**src/rtl/rf_write_arbiter_if.sv**
```systemverilog
// Requester-side and RF-side signal bundle for rf_write_arbiter.
// lock_mask/wr_err exist only when RF_ARB_LOCK_EN is defined.
`ifndef RF_ADDR_WIDTH
`define RF_ADDR_WIDTH 2
`endif
`ifndef RF_DATA_WIDTH
`define RF_DATA_WIDTH 16
`endif

interface rf_write_arbiter_if #(
    parameter int unsigned NUM_REQ = 4,
    parameter int unsigned ADDR_W  = `RF_ADDR_WIDTH,
    parameter int unsigned DATA_W  = `RF_DATA_WIDTH
);
    logic [NUM_REQ-1:0]        req_valid;
    logic [NUM_REQ-1:0]        req_ready;
    logic [NUM_REQ*ADDR_W-1:0] req_addr;
    logic [NUM_REQ*2-1:0]      req_len;
    logic [NUM_REQ*DATA_W-1:0] req_data;
    logic [ADDR_W-1:0]         rf_addr;
    logic                      rf_wren;
    logic [DATA_W-1:0]         rf_data;
    logic [NUM_REQ-1:0]        grant;
    logic                      busy;
`ifdef RF_ARB_LOCK_EN
    logic [2**ADDR_W-1:0]      lock_mask;
    logic                      wr_err;

    modport master (
        output req_valid, req_addr, req_len, req_data, lock_mask,
        input  req_ready, rf_addr, rf_wren, rf_data, grant, busy, wr_err
    );
    modport slave (
        input  req_valid, req_addr, req_len, req_data, lock_mask,
        output req_ready, rf_addr, rf_wren, rf_data, grant, busy, wr_err
    );
`else
    modport master (
        output req_valid, req_addr, req_len, req_data,
        input  req_ready, rf_addr, rf_wren, rf_data, grant, busy
    );
    modport slave (
        input  req_valid, req_addr, req_len, req_data,
        output req_ready, rf_addr, rf_wren, rf_data, grant, busy
    );
`endif
endinterface

```
**src/rtl/rf_write_arbiter.sv**
```systemverilog
// Round-robin arbiter sharing the register-file write port between NUM_REQ burst requesters.
// Optional write-lock checking is enabled by defining RF_ARB_LOCK_EN.
`ifndef RF_ADDR_WIDTH
`define RF_ADDR_WIDTH 2
`endif
`ifndef RF_DATA_WIDTH
`define RF_DATA_WIDTH 16
`endif

module rf_write_arbiter #(
    parameter int unsigned NUM_REQ = 4,
    parameter int unsigned ADDR_W  = `RF_ADDR_WIDTH,
    parameter int unsigned DATA_W  = `RF_DATA_WIDTH
) (
    input logic               clk,
    input logic               reset,
    rf_write_arbiter_if.slave bus
);
    localparam int unsigned IDX_W = (NUM_REQ > 1) ? $clog2(NUM_REQ) : 1;

    typedef enum logic [0:0] {StIdle, StBurst} state_e;

    state_e            state_q, state_d;
    logic [IDX_W-1:0]  owner_q, owner_d;
    logic [IDX_W-1:0]  last_q, last_d;
    logic [ADDR_W-1:0] cur_addr_q, cur_addr_d;
    logic [1:0]        beats_q, beats_d;
    logic [ADDR_W-1:0] rf_addr_q, rf_addr_d;
    logic              rf_wren_q, rf_wren_d;
    logic [DATA_W-1:0] rf_data_q, rf_data_d;

    logic              found;
    logic [IDX_W-1:0]  pick;
    logic [IDX_W-1:0]  cand;
    int unsigned       idx;
    logic              accept;
    logic              write_ok;

    // Scan from the requester after the last owner, wrapping once around.
    always_comb begin
        found = 1'b0;
        pick  = '0;
        idx   = 0;
        cand  = '0;
        for (int unsigned i = 1; i <= NUM_REQ; i++) begin
            idx = 32'(last_q) + i;
            if (idx >= NUM_REQ) begin
                idx = idx - NUM_REQ;
            end
            cand = IDX_W'(idx);
            if (!found && bus.req_valid[cand]) begin
                found = 1'b1;
                pick  = cand;
            end
        end
    end

    assign accept = (state_q == StBurst) && bus.req_valid[owner_q];

`ifdef RF_ARB_LOCK_EN
    logic wr_err_q, wr_err_d;
    logic locked;

    assign locked   = bus.lock_mask[cur_addr_q];
    assign write_ok = accept && !locked;
    assign wr_err_d = accept && locked;
    assign bus.wr_err = wr_err_q;

    always_ff @(posedge clk) begin
        if (reset) begin
            wr_err_q <= 1'b0;
        end else begin
            wr_err_q <= wr_err_d;
        end
    end
`else
    assign write_ok = accept;
`endif

    always_comb begin
        state_d    = state_q;
        owner_d    = owner_q;
        last_d     = last_q;
        cur_addr_d = cur_addr_q;
        beats_d    = beats_q;
        rf_wren_d  = 1'b0;
        rf_addr_d  = rf_addr_q;
        rf_data_d  = rf_data_q;
        unique case (state_q)
            StIdle: begin
                if (found) begin
                    owner_d    = pick;
                    cur_addr_d = bus.req_addr[pick*ADDR_W +: ADDR_W];
                    beats_d    = bus.req_len[pick*2 +: 2];
                    state_d    = StBurst;
                end
            end
            StBurst: begin
                if (accept) begin
                    cur_addr_d = cur_addr_q + 1'b1;
                    beats_d    = beats_q - 2'd1;
                    if (beats_q == 2'd0) begin
                        state_d = StIdle;
                        last_d  = owner_q;
                    end
                end
            end
            default: state_d = StIdle;
        endcase
        // A locked beat is consumed but leaves the RF port untouched.
        if (write_ok) begin
            rf_wren_d = 1'b1;
            rf_addr_d = cur_addr_q;
            rf_data_d = bus.req_data[owner_q*DATA_W +: DATA_W];
        end
    end

    always_ff @(posedge clk) begin
        if (reset) begin
            state_q    <= StIdle;
            owner_q    <= '0;
            last_q     <= IDX_W'(NUM_REQ - 1);
            cur_addr_q <= '0;
            beats_q    <= '0;
            rf_addr_q  <= '0;
            rf_wren_q  <= 1'b0;
            rf_data_q  <= '0;
        end else begin
            state_q    <= state_d;
            owner_q    <= owner_d;
            last_q     <= last_d;
            cur_addr_q <= cur_addr_d;
            beats_q    <= beats_d;
            rf_addr_q  <= rf_addr_d;
            rf_wren_q  <= rf_wren_d;
            rf_data_q  <= rf_data_d;
        end
    end

    always_comb begin
        bus.req_ready = '0;
        bus.grant     = '0;
        if (state_q == StBurst) begin
            bus.req_ready[owner_q] = 1'b1;
            bus.grant[owner_q]     = 1'b1;
        end
    end

    assign bus.busy    = (state_q == StBurst);
    assign bus.rf_addr = rf_addr_q;
    assign bus.rf_wren = rf_wren_q;
    assign bus.rf_data = rf_data_q;

endmodule

```
**src/flat_wrapper.sv**
```systemverilog
// flat-port wrapper written by rule: the top's interface ports become plain ports
module rf_write_arbiter_flat 
#(
    parameter int unsigned NUM_REQ = 4,
    parameter int unsigned ADDR_W  = `RF_ADDR_WIDTH,
    parameter int unsigned DATA_W  = `RF_DATA_WIDTH
)
  (clk, reset, bus_req_valid, bus_req_addr, bus_req_len, bus_req_data, bus_req_ready, bus_rf_addr, bus_rf_wren, bus_rf_data, bus_grant, bus_busy);
  rf_write_arbiter_if #(.NUM_REQ(NUM_REQ), .ADDR_W(ADDR_W), .DATA_W(DATA_W)) bus_i ();
  input logic clk;
  input logic reset;
  input wire logic [$bits(bus_i.req_valid)-1:0] bus_req_valid;
  input wire logic [$bits(bus_i.req_addr)-1:0] bus_req_addr;
  input wire logic [$bits(bus_i.req_len)-1:0] bus_req_len;
  input wire logic [$bits(bus_i.req_data)-1:0] bus_req_data;
  output wire logic [$bits(bus_i.req_ready)-1:0] bus_req_ready;
  output wire logic [$bits(bus_i.rf_addr)-1:0] bus_rf_addr;
  output wire logic [$bits(bus_i.rf_wren)-1:0] bus_rf_wren;
  output wire logic [$bits(bus_i.rf_data)-1:0] bus_rf_data;
  output wire logic [$bits(bus_i.grant)-1:0] bus_grant;
  output wire logic [$bits(bus_i.busy)-1:0] bus_busy;
  assign bus_i.req_valid = bus_req_valid;
  assign bus_i.req_addr = bus_req_addr;
  assign bus_i.req_len = bus_req_len;
  assign bus_i.req_data = bus_req_data;
  assign bus_req_ready = bus_i.req_ready;
  assign bus_rf_addr = bus_i.rf_addr;
  assign bus_rf_wren = bus_i.rf_wren;
  assign bus_rf_data = bus_i.rf_data;
  assign bus_grant = bus_i.grant;
  assign bus_busy = bus_i.busy;
  rf_write_arbiter #(.NUM_REQ(NUM_REQ), .ADDR_W(ADDR_W), .DATA_W(DATA_W)) u_core (.clk(clk), .reset(reset), .bus(bus_i));
endmodule
```
**config.mk**
```make
export PLATFORM = sky130hd
export DESIGN_NAME = rf_write_arbiter_flat
export DESIGN_NICKNAME = d
export VERILOG_FILES = /design/src/rtl/rf_write_arbiter_if.sv /design/src/rtl/rf_write_arbiter.sv /design/src/flat_wrapper.sv
export SDC_FILE = /design/constraint.sdc
export NUM_CORES = 1
export LEC_CHECK = 0
export CORE_ASPECT_RATIO = 1.4
export CORE_MARGIN = 2
export CORE_UTILIZATION = 40
export DETAILED_ROUTE_END_ITERATION = 6
export PLACE_DENSITY = 0.95
export SYNTH_ARGS = -nofsm -noshare
export SYNTH_HDL_FRONTEND = slang
export SYNTH_SLANG_ARGS = --single-unit
```
**constraint.sdc**
```tcl
create_clock -name clk -period 3.45 [get_ports clk]
set_input_delay 1.035 -clock clk [delete_from_list [all_inputs] [get_ports clk]]
set_output_delay 1.035 -clock clk [all_outputs]
set_load 0.1 [all_outputs]
```
* Word level (Yosys, flattened, before mapping)
Index checks and enable logic that the tools add are counted.
** Cells by class
- Add/subtract/negate cells :: 10
- Reductions and logical operators :: 12
- Mux-type cells :: 36
- Bitwise gates (word level) :: 1
- $lt $le $gt $ge :: 10
- Shift operators :: 3
- Equality and inequality tests :: 2
** Operators with widths (count)
- indexed part select 64 x 7 -> 16 bit :: 1
- 2-to-1 mux 2 bit :: 12
- indexed part select 8 x 4 -> 2 bit :: 2
- less-than comparator 2 x 3 -> 1 bit (second input constant) :: 5
- 2-to-1 mux 1 bit :: 14
- binary-select mux 1 bit (select 2 bit) :: 5
- subtractor 2 x 1 -> 2 bit (second input constant) :: 5
- greater-or-equal comparator 3 bit (second input constant) :: 3
- case mux 2 bit (2 select lines) :: 2
- adder 2 x 2 -> 3 bit (second input constant) :: 2
- logical AND 1 bit :: 5
- adder 2 x 3 -> 4 bit (second input constant) :: 1
- greater-or-equal comparator 4 x 3 -> 1 bit (second input constant) :: 1
- 2-to-1 mux 4 bit :: 1
- AND reduction 2 bit :: 2
- adder 2 x 1 -> 3 bit (second input constant) :: 1
- zero test 1 bit :: 3
- AND reduction 3 bit :: 1
- adder 2 x 1 -> 2 bit (second input constant) :: 1
- demux 1 bit (select 2 bit) :: 1
- greater-or-equal comparator 2 x 1 -> 1 bit (second input constant) :: 1
- zero test 2 bit :: 1
- != test 2 x 1 -> 1 bit (second input constant) :: 1
- != test 2 bit (second input constant) :: 1
- 2 further kinds :: 2
** Word-level totals
- Flip-flop bits (word level) :: 28
- Input port bits :: 86
- Word-level logic and storage cells :: 82
- Output and inout port bits :: 28

* Longest topological paths before layout
- Depth after elaboration :: 18
- Depth in mapped cells :: 7
- Depth with buffers taken out :: 5

* Worst setup path before layout
OpenSTA, ideal clock, no wires.
- Kind :: register to output
- From :: register u_core.state_q, in the netlist u_core.bus.busy
- To :: output bus_req_ready[2]
- Cell stages (with the launch flop) :: 4
- Arrival :: 3.012 ns
- Setup slack :: -0.597 ns
- Required time :: 2.415 ns
- Buffers on the path :: 1
- Cells stage by stage :: dfxtp_1 nand2_1 nor2_1 buf_4
** Between the ends
- Word-level cells in the longest chain between the ends :: 1
** RTL lines
- start: declaration :: RTL line rf_write_arbiter.sv:23 : state_e state_q, state_d;
- start signal: assignment :: RTL line rf_write_arbiter.sv:120 : state_q <= StIdle;
- start signal: assignment :: RTL line rf_write_arbiter.sv:129 : state_q <= state_d;
- 2-to-1 mux 4 bit
- end: declaration :: RTL line flat_wrapper.sv:16 : output wire logic [$bits(bus_i.req_ready)-1:0] bus_req_ready;
Every way passes these cells.

* Final worst setup path
- From :: register u_core.owner_q[1]
- To :: output bus_req_ready[2]
** Between the ends
- Word-level cells in the longest chain between the ends :: 5
- Elaborated cells on any way between the ends :: 6
- Those cells by class :: 2 x order compare; 3 x mux; 1 x reduce/logical
** RTL lines
- start: declaration :: RTL line rf_write_arbiter.sv:24 : logic [IDX_W-1:0] owner_q, owner_d;
- start signal: assignment :: RTL line rf_write_arbiter.sv:130 : owner_q <= owner_d;
- less-than comparator 2 x 3 -> 1 bit (not written as such) / greater-or-equal comparator 2 x 1 -> 1 bit (equally long branches) :: RTL line rf_write_arbiter.sv:144 : bus.req_ready[owner_q] = 1'b1;
- logical AND 1 bit (not written as such) :: RTL line rf_write_arbiter.sv:144
- 2-to-1 mux 1 bit (not written as such) :: RTL line rf_write_arbiter.sv:144
- demux 1 bit (select 2 bit) *
- 2-to-1 mux 4 bit * :: RTL line rf_write_arbiter.sv:143 : if (state_q == StBurst) begin
Mark *: on every way between the ends. The rest lies on a longest branch, timed or not.

==> impl_metrics.py <==
metrics = {
    "power_and_ir_drop": {
        "power.share.sequential": 0.308,
        "p_clk_frac": 0.201,
        "swShare": 0.402,
        "combPwrFrac": 0.491,
        "p_leak_nw": 1.14,
        "internal-power_mw": 0.768,
        "ir_drop_uv": 209,
        "p_sw_mw": 0.517,
        "p_per_area_nw_per_um2": 423,
    },
    "global_routing": {
        "grt_max_degree": 26,
        "track_usage": 0.235,
        "grt_pass1_wl_um": 9260,
        "grt_pass1_vias": 2090,
        "antenna_found_initial": 0,
        "grt.overflow.total": 0,
    },
    "setup_path": {
        "end_kind": "output pin",
        "timing.rr.end": "u_core.last_q[0]",
        "rrSetupSlack_ps": 1610,
        "crit_fanout": 12,
        "arrival_ps": 1820,
        "r2r_cells": 5,
        "worst-setup-path-type": "reg -> out",
        "r2r-start": "u_core.owner_q[0]",
        "required_ps": 2410,
        "start_kind": "register",
    },
    "clocking": {
        "post_cts_buffers": 0,
        "cts_buffers": 3,
        "h-tree-depth": 1,
        "clkLatencyLatePin_ps": 270,
        "hold_buffers": 0,
        "cts_buffer_depth": 2,
        "clk_pin_slew_worst_paths_ps": 90,
        "cts-root-buf": "clkbuf_8",
        "cts_tree": "yes",
        "cts.sinks": 28,
        "postCtsResizedCells": 0,
    },
    "die": {
        "die_w_um": 60.6,
        "die-area_um2": 5050,
        "rows": 28,
        "core-area_um2": 4270,
        "chipHeight_um": 83.3,
        "io_pins": 114,
        "start_util": 0.420,
    },
    "cells_and_area": {
        "final_nets": 388,
        "final_common_cell": "clkdlybuf4s50_1",
        "final_cells": 360,
        "n_antenna_cell": 0,
        "layout_common_cells": "85 x clkdlybuf4s50_1, 41 x nand2_1, 30 x buf_4, 27 x dfxtp_1, 19 x a21oi_1",
        "syn_to_final_growth_pct": 69.1,
        "fillerInstances": 330,
        "drive_gt1_frac": 0.210,
    },
    "logic_synthesis": {
        "synth.area.top_cells": "dfxtp_1 31%, mux4_2 20%, nand2_1 8.6%",
        "syn_avg_cell_area_um2": 9.26,
        "syn_nets": 281,
        "ys.warnings.count": 0,
        "synthCells": 194,
        "syn_area_um2": 1800,
        "synth.distinct_cells": 37,
        "synth_top_area_frac": 0.312,
        "synth_area_leader_cell": "dfxtp_1",
        "ys_ff_latch": 28,
        "ys_seq_area_frac": 0.312,
    },
    "worst_hold_path": {
        "hold_path.class": "reg -> reg",
        "holdPathStages": 2,
        "whs_endpoint": "u_core.bus.rf_addr[0]",
        "min_from": "u_core.bus.rf_addr[0]",
    },
    "route": {
        "first_pass_iters": 4,
        "detail-route-antenna-nets": 0,
        "post-route-drc-count": 0,
        "wl_um": 5880,
        "vias": 1976,
        "vias_per_cell": 5.49,
        "drt_iter0_markers": 78,
        "wire_per_inst_um": 16.3,
    },
    "sta": {
        "finalSetupViolations": 0,
        "period_needed_ps": 2860,
        "slew_viol_final": 0,
        "fin_crit_sh": 0.829,
        "fin_worst_skew_ps": 7.25,
        "final_hold_viol_count": 0,
        "rsz0062_at_grt": "no",
        "tightestPinTransition_ps": 499,
        "max_clock_freq_ghz": 0.350,
        "max_slew_margin": 0.664,
        "finalSetupTns_ps": 0,
    },
    "placed_design": {
        "hpwl_um": 4730,
        "portBuffers": 113,
        "dp.cells": 356,
        "gp_congestion": 0.839,
    },
    "flow_run": {
        "maxCapViolations": 0,
    },
    "outcome": {
        "run_status": "finished, final reports clean",
    },
}
-- through the flow --
| step | hold slack (ps) | worst slack (ps) | total power [mW] | instance area (um2) | utilization |
|---|---|---|---|---|---|
| 6_report | 460 | 591 | 1.29 | 3040 | 0.710 |
| 2_1_floorplan | 440 | 194 | 0.831 | 1800 | - |
| 3_5_place_dp | 448 | 657 | 1.03 | 2970 | 0.694 |
| 3_3_place_gp | 438 | 700 | 1.01 | 2970 | 0.694 |
| 4_1_cts | 462 | 582 | 1.29 | 3040 | 0.710 |
| 5_1_grt | 479 | 478 | 1.34 | 3040 | 0.710 |
-- sequential cells by signal, indices dropped and copies added (netlist names) --
signal and count:
u_core.bus.rf_data 16, u_core.beats_q 2, u_core.bus.rf_addr 2, u_core.cur_addr_q 2, u_core.last_q 2, u_core.owner_q 2, u_core.bus.busy 1, u_core.bus.rf_wren 1
-- critical path, stage by stage, from the launching register on --
cell     delay [ps]
dfxtp_1         640
buf_4           300
nand2_1         120
nor2_2          270
buf_12          220
-- synth_stat cells --
cell type and instances:
nand3_1 2, a22o_4 1, a21oi_1 19, o22a_1 2, nor3_1 1, o22ai_1 1
and3_1 2, nand2b_1 5, buf_1 1, and2_1 2, mux4_2 16, mux2_2 1
nor2_1 11, nand2_1 41, nor4b_1 5, nor3_2 1, clkbuf_1 6, ha_1 1
mux2i_1 3, mux2_4 1, inv_1 3, buf_4 6, a21boi_1 1, a22oi_1 1
a21boi_0 1, a211oi_1 2, xor2_1 1, buf_2 5, nor2b_1 2, o221ai_1 5
nor4_1 1, dfxtp_1 28, buf_6 1, o31a_1 5, o211ai_1 7, a211o_1 2
o21bai_1 1
-- power by group through the flow --
stage / clock [mW] / sequential (mW) / combinational, mW
finish: 0.258 / 0.396 / 0.630
global placement: 0 / 0.399 / 0.615
floorplan: 0 / 0.553 / 0.277
detailed placement: 0 / 0.403 / 0.629
CTS: 0.259 / 0.396 / 0.634
global route: 0.271 / 0.402 / 0.666
-- cell families (layout without fill, tap and decap cells) --
family,after synthesis,count (layout),synth area share
fa+ha+maj,1,1,0.00697
compound gates,48,48,0.189
simple gates,73,73,0.189
mux,21,21,0.232
xor+xnor,1,1,0.00488
buf+inv,22,128,0.0662
flops,28,28,0.312
-- layout make-up --
class | count | area [um2] | share of cell area
Clock buffer | 3 | 41.3 | 0.0136
Clock inverter | 1 | 30.0 | 0.00989
Inverter | 3 | 11.3 | 0.00371
Multi-Input combinational cell | 144 | 1120 | 0.369
Sequential cell | 28 | 562 | 0.185
Tap cell | 60 | 75.1 | 0.0247
Timing Repair Buffer | 121 | 1200 | 0.394
-- metal layers --
metal	vias up	track usage	routed length, um
met5	-	0	0
met2	88	0.437	3200
li1	929	-	-
met4	0	0.0988	200
met1	941	0.248	2070
met3	18	0.0296	396
-- worst max-delay path by stage --
stage | start | to | slack, ps | depth (start not counted)
floorplan | u_core.bus.busy | bus_req_ready[1] | 190 | 3
detailed placement | bus_req_valid[3] | u_core.last_q[1] | 660 | 6
CTS | u_core.owner_q[1] | bus_req_ready[2] | 580 | 4
finish | u_core.owner_q[1] | bus_req_ready[2] | 590 | 4
global placement | bus_req_valid[3] | u_core.last_q[0] | 700 | 5
global route | u_core.owner_q[1] | bus_req_ready[2] | 480 | 4
(Power assumes the default switching activity.)
